<file path="config.mk">
export PLATFORM = sky130hd
export DESIGN_NAME = rfile_dump
export DESIGN_NICKNAME = d
export VERILOG_FILES = /design/src/rtl/rfile_dump.sv
export SDC_FILE = /design/constraint.sdc
export NUM_CORES = 1
export LEC_CHECK = 0
export BUFFER_PORTS_ARGS = -buffer_cell sky130_fd_sc_hd__clkbuf_2
export CORE_AREA = 2 2 65 67
export DETAILED_ROUTE_END_ITERATION = 10
export DIE_AREA = 0 0 67 69
export PLACE_DENSITY = 0.72
export SYNTH_ARGS = -nofsm -noshare
export SYNTH_HDL_FRONTEND = slang
export SYNTH_SLANG_ARGS = --single-unit
</file>
<file path="constraint.sdc">
create_clock -name clk_i -period 2.5 [get_ports clk_i]
set_input_delay 0.5 -clock clk_i [delete_from_list [all_inputs] [get_ports clk_i]]
set_output_delay 0.5 -clock clk_i [all_outputs]
set_load 0.05 [all_outputs]
</file>
<file path="src/rtl/rfile_dump.sv">
// rfile_dump: read-side scanner for the 32x32 register file.
//
// On a start pulse it walks read addresses FIRST..31 through one
// register-file read port. It snapshots each word in its own READ cycle and
// streams the word out over a valid/ready handshake. It never writes the
// register file.
//
// Ports:
//   clk_i        clock, all state updates on the rising edge
//   rst_i        synchronous active-high reset (abandons any dump in flight)
//   start_i      dump request, sampled only in IDLE
//   busy_o       high in READ, SEND and DONE
//   done_o       one-cycle pulse after the last word has handshaken
//   rf_addr_o    registered read address toward the register file
//   rf_data_i    combinational read data for rf_addr_o
//   out_valid_o  output word valid
//   out_ready_i  consumer accepts the word
//   out_data_o   captured register value
//   out_idx_o    register index of out_data_o
module rfile_dump #(
    parameter int ADDRW   = 5,
    parameter int DATAW   = 32,
    parameter int SKIP_X0 = 0
) (
    input  logic             clk_i,
    input  logic             rst_i,
    input  logic             start_i,
    output logic             busy_o,
    output logic             done_o,
    output logic [ADDRW-1:0] rf_addr_o,
    input  logic [DATAW-1:0] rf_data_i,
    output logic             out_valid_o,
    input  logic             out_ready_i,
    output logic [DATAW-1:0] out_data_o,
    output logic [ADDRW-1:0] out_idx_o
);

    typedef enum logic [1:0] {
        ST_IDLE = 2'd0,
        ST_READ = 2'd1,
        ST_SEND = 2'd2,
        ST_DONE = 2'd3
    } state_t;

    // x0 is skipped when SKIP_X0 is set; the all-ones index is terminal.
    localparam logic [ADDRW-1:0] FIRST_IDX = (SKIP_X0 != 0) ? ADDRW'(1'b1) : ADDRW'(1'b0);
    localparam logic [ADDRW-1:0] LAST_IDX  = {ADDRW{1'b1}};

    state_t             state_r;
    state_t             state_s;
    logic [ADDRW-1:0]   idx_r;
    logic [ADDRW-1:0]   idx_s;
    logic               busy_r;
    logic               busy_s;
    logic               done_r;
    logic               done_s;
    logic               valid_r;
    logic               valid_s;
    logic [DATAW-1:0]   data_r;
    logic [ADDRW-1:0]   oidx_r;
    logic               hs_s;

    assign hs_s        = valid_r & out_ready_i;
    assign busy_o      = busy_r;
    assign done_o      = done_r;
    assign out_valid_o = valid_r;
    assign out_data_o  = data_r;
    assign out_idx_o   = oidx_r;
    // idx_r is itself a register, so the read address is registered too.
    assign rf_addr_o   = idx_r;

    // State register plus registered flag outputs (decoded from next state).
    always_ff @(posedge clk_i) begin
        if (rst_i) begin
            state_r <= ST_IDLE;
            idx_r   <= ADDRW'(1'b0);
            busy_r  <= 1'b0;
            done_r  <= 1'b0;
            valid_r <= 1'b0;
        end else begin
            state_r <= state_s;
            idx_r   <= idx_s;
            busy_r  <= busy_s;
            done_r  <= done_s;
            valid_r <= valid_s;
        end
    end

    // Next-state and scan-index logic.
    always_comb begin
        state_s = state_r;
        idx_s   = idx_r;
        case (state_r)
            ST_IDLE: begin
                if (start_i) begin
                    state_s = ST_READ;
                    idx_s   = FIRST_IDX;
                end else begin
                    state_s = ST_IDLE;
                    idx_s   = idx_r;
                end
            end
            ST_READ: begin
                state_s = ST_SEND;
            end
            ST_SEND: begin
                if (hs_s) begin
                    if (idx_r == LAST_IDX) begin
                        // Terminal index: never wrap back to x0.
                        state_s = ST_DONE;
                        idx_s   = idx_r;
                    end else begin
                        state_s = ST_READ;
                        idx_s   = idx_r + ADDRW'(1'b1);
                    end
                end else begin
                    state_s = ST_SEND;
                    idx_s   = idx_r;
                end
            end
            ST_DONE: begin
                state_s = ST_IDLE;
            end
            default: begin
                state_s = ST_IDLE;
                idx_s   = ADDRW'(1'b0);
            end
        endcase
    end

    // Output decode of the next state; registered in the state register block.
    always_comb begin
        busy_s  = 1'b0;
        done_s  = 1'b0;
        valid_s = 1'b0;
        case (state_s)
            ST_IDLE: begin
                busy_s = 1'b0;
            end
            ST_READ: begin
                busy_s = 1'b1;
            end
            ST_SEND: begin
                busy_s  = 1'b1;
                valid_s = 1'b1;
            end
            ST_DONE: begin
                busy_s = 1'b1;
                done_s = 1'b1;
            end
            default: begin
                busy_s = 1'b0;
            end
        endcase
    end

    // Snapshot of the read port at the end of each READ cycle; held through SEND.
    always_ff @(posedge clk_i) begin
        if (rst_i) begin
            data_r <= DATAW'(1'b0);
            oidx_r <= ADDRW'(1'b0);
        end else if (state_r == ST_READ) begin
            data_r <= rf_data_i;
            oidx_r <= idx_r;
        end else begin
            data_r <= data_r;
            oidx_r <= oidx_r;
        end
    end

endmodule
</file>
==> reports/metrics.cfg <==
[cts]
cts.sinks=47
cts_buffers=5
clock-root-buffer=clkbuf_8
clk_latency_ps=290
cts_resized=0
cts_tree=yes
holdBufCountCts=0
cts.path.max_buffers=2
clkTransAtPathRegs_ps=90
cts_setup_buffers=0
htreeDepth=2

[global_routing]
grt_util_met3_pct=5.873
top_usage_layer=met2
grt_pass1_vias=1422
grtUsageTotal_pct=16.83
grt_use_met1_pct=21.99
grtUsageMet2_pct=26.51
antenna_found_initial=0
grt.overflow.total=0
grt_first_pass_wirelength_microns=6223
grt_max_degree=36

[routing]
first_pass_iters=4
via_per_inst=4.861
route.vias.total=1643
wl_microns=3832
drc=0
post_drt_wl_per_cell_microns=11.34
antenna_left=0
drt_iter0_markers=44

[cells_and_area]
finalNetCount=325
num_antenna_cells=0
multi_input_area_sq_um=714.4
fillers=391
drive_gt1_share_pct=31.94
seqCellArea_sq_um=940.9
instances_no_fill=338
syn2layout_area_growth_pct=32.65

[critical_path]
path_cells=ha_1 > and3_1 > ha_1 > nand3b_1 > or4_1 > a31oi_1
cp_top_family=simple AND/OR/NAND/NOR gates
r2r_start=rf_addr_o[0]
path_max_fanout=9
slowest_stage=or4_1
end_kind=register
rr_endpoint=rf_addr_o[3]
path_buf_inv=0
path_depth=6
worstPathRequired_ps=2710
r2r_slack_ps=450
worstRegToRegCells=6
slowest_delay_ps=530
start_kind=register
worstPathArrival_ps=2260
crit_top_cell=ha_1
path_class=register to register

[place]
io_buffers=80
dpl.hpwl_microns=2739
dpl.cell_count=330
gp_congestion=0.7415

[floorplan]
die_h_microns=69
die_x_microns=67
rows=23
start_util_pct=43.96
core_sq_um=3914
ios=81
die_area_sq_um=4623

[power_and_ir_drop]
vdd_drop_max_mv=0.4417
powerDensity_nw_per_um2=700.9
p_leak_nw=1.001

[synthesis]
ys_seq_area_share_pct=54.69
syn_nets=249
netlist_area_sq_um=1720
synthCells=211
syn_avg_cell_area_sq_um=8.154
yosys_warnings=0
synth-seq-cells=47
synth.distinct_cells=23

[timing]
slew_headroom_pct=51.69
max_freq_mhz=487.8
finalSetupTns_ps=0
fin_worst_skew_ps=3.643
period_minus_slack_ps=2050
hold_violations=0
grt_setup_unrepaired=false
period_share_pct=82.00
finalSetupViolCount=0
worst_pin_slew_ps=724.7
drv_slew=0

[hold_path]
worstHoldPathCells=3
hp-class=input port to register
whs_endpoint=out_data_o[20]
hp-start=rf_data_i[20]

[run]
cap_violations=0

[status]
status=finished, final reports clean

==> worst min-delay path: stages <==
cell	delay, ps
clkbuf_2	80
nand2_1	40
a21oi_1	50
==> cells in the mapped netlist (all sizes together) <==
cell | instances | area, sq um
a211oi | 1 | 7.510
a21oi | 43 | 215.2
a31oi | 2 | 12.51
and2b | 3 | 22.52
and3 | 1 | 6.260
and3b | 1 | 8.760
buf | 7 | 35.03
clkbuf | 7 | 26.28
dfxtp | 47 | 940.9
ha | 2 | 25.02
inv | 1 | 3.750
nand2 | 75 | 281.5
nand2b | 2 | 12.51
nand3 | 4 | 20.02
nand3b | 1 | 7.510
nor2 | 2 | 7.510
nor3 | 2 | 10.01
nor4b | 1 | 8.760
o211ai | 4 | 30.03
o311ai | 1 | 8.760
or3 | 1 | 6.260
or3b | 1 | 8.760
or4 | 2 | 15.01
==> state kept, by name (all words and copies together) (netlist names) <==
register	count
done_o	1
out_valid_o	1
out_idx_o	5
state_r	2
busy_o	1
out_data_o	32
rf_addr_o	5
==> per-stage QoR <==
stage | util, % | cell area (sq um) | hold WS, ps | worst slack (ps) | total power, mW
3_5_place_dp | 55.43 | 2170 | 446.3 | 489.9 | 1.078
3_3_place_gp | 55.43 | 2170 | 441.8 | 534.8 | 1.075
6_report | 58.31 | 2282 | 423.5 | 450.0 | 1.600
4_1_cts | 58.31 | 2282 | 410.0 | 462.0 | 1.623
2_1_floorplan | - | 1720 | 501.2 | 384.5 | 0.9969
5_1_grt | 58.31 | 2282 | 405.1 | 351.2 | 1.681
==> where the power goes <==
| part | switching [mW] | internal, mW | total (mW) |
|---|---|---|---|
| clock network | 0.244 | 0.298 | 0.541 |
| registers | 0.0185 | 0.780 | 0.798 |
| logic | 0.187 | 0.0735 | 0.260 |
| total | 0.449 | 1.15 | 1.60 |
==> metal layers <==
| metal | share of wire, % | wire (microns) |
|---|---|---|
| met1 | 47 | 1798 |
| met2 | 45 | 1719 |
| met3 | 7.9 | 304 |
| met4 | 0.23 | 9 |
| met5 | 0 | 0 |
==> kinds of logic after synthesis <==
logic type	Yosys count	synth area share, %
buf+inv	15	3.782
fa+ha+maj	2	1.454
simple gates	96	24.15
flops	47	54.69
compound gates	51	15.93
==> layout make-up <==
| class | instances | share of cell area (%) |
|---|---|---|
| Multi-Input combinational cell | 149 | 31.30 |
| Clock buffer | 5 | 3.015 |
| Inverter | 1 | 0.1645 |
| Tap cell | 50 | 2.741 |
| Timing Repair Buffer | 83 | 19.63 |
| Clock inverter | 3 | 1.919 |
| Sequential cell | 47 | 41.23 |
==> worst max-delay path by stage <==
| stage | from | endpoint |
|---|---|---|
| 2_1_floorplan | rf_addr_o[0] | rf_addr_o[3] |
| 5_1_grt | rf_addr_o[0] | rf_addr_o[3] |
| 3_5_place_dp | rf_addr_o[0] | rf_addr_o[3] |
| 3_3_place_gp | rf_addr_o[0] | rf_addr_o[3] |
| 4_1_cts | rf_addr_o[0] | rf_addr_o[3] |
| 6_report | rf_addr_o[0] | rf_addr_o[3] |
==> placed cells by master, fill, tap and decap left out <==
cell,Yosys,routed
nand3b_1,1,1
clkbuf_2,0,80
or4_1,2,2
a31oi_1,2,2
buf_12,0,2
o211ai_1,4,4
or3_1,1,1
and3_1,1,1
ha_1,2,2
o311ai_0,1,1
nor3_1,2,2
and3b_1,1,1
and2b_1,3,3
nand2b_1,2,2
bufinv_16,0,1
buf_4,0,1
nand3_1,4,4
clkinv_2,0,1
a211oi_1,1,1
clkbuf_8,0,5
dfxtp_1,47,47
inv_1,1,1
nor4b_1,1,1
nor2_1,2,2
nand2_1,75,75
clkinv_4,0,1
a21oi_1,43,43
or3b_2,1,1
Power figures use the tool's default switching activity.
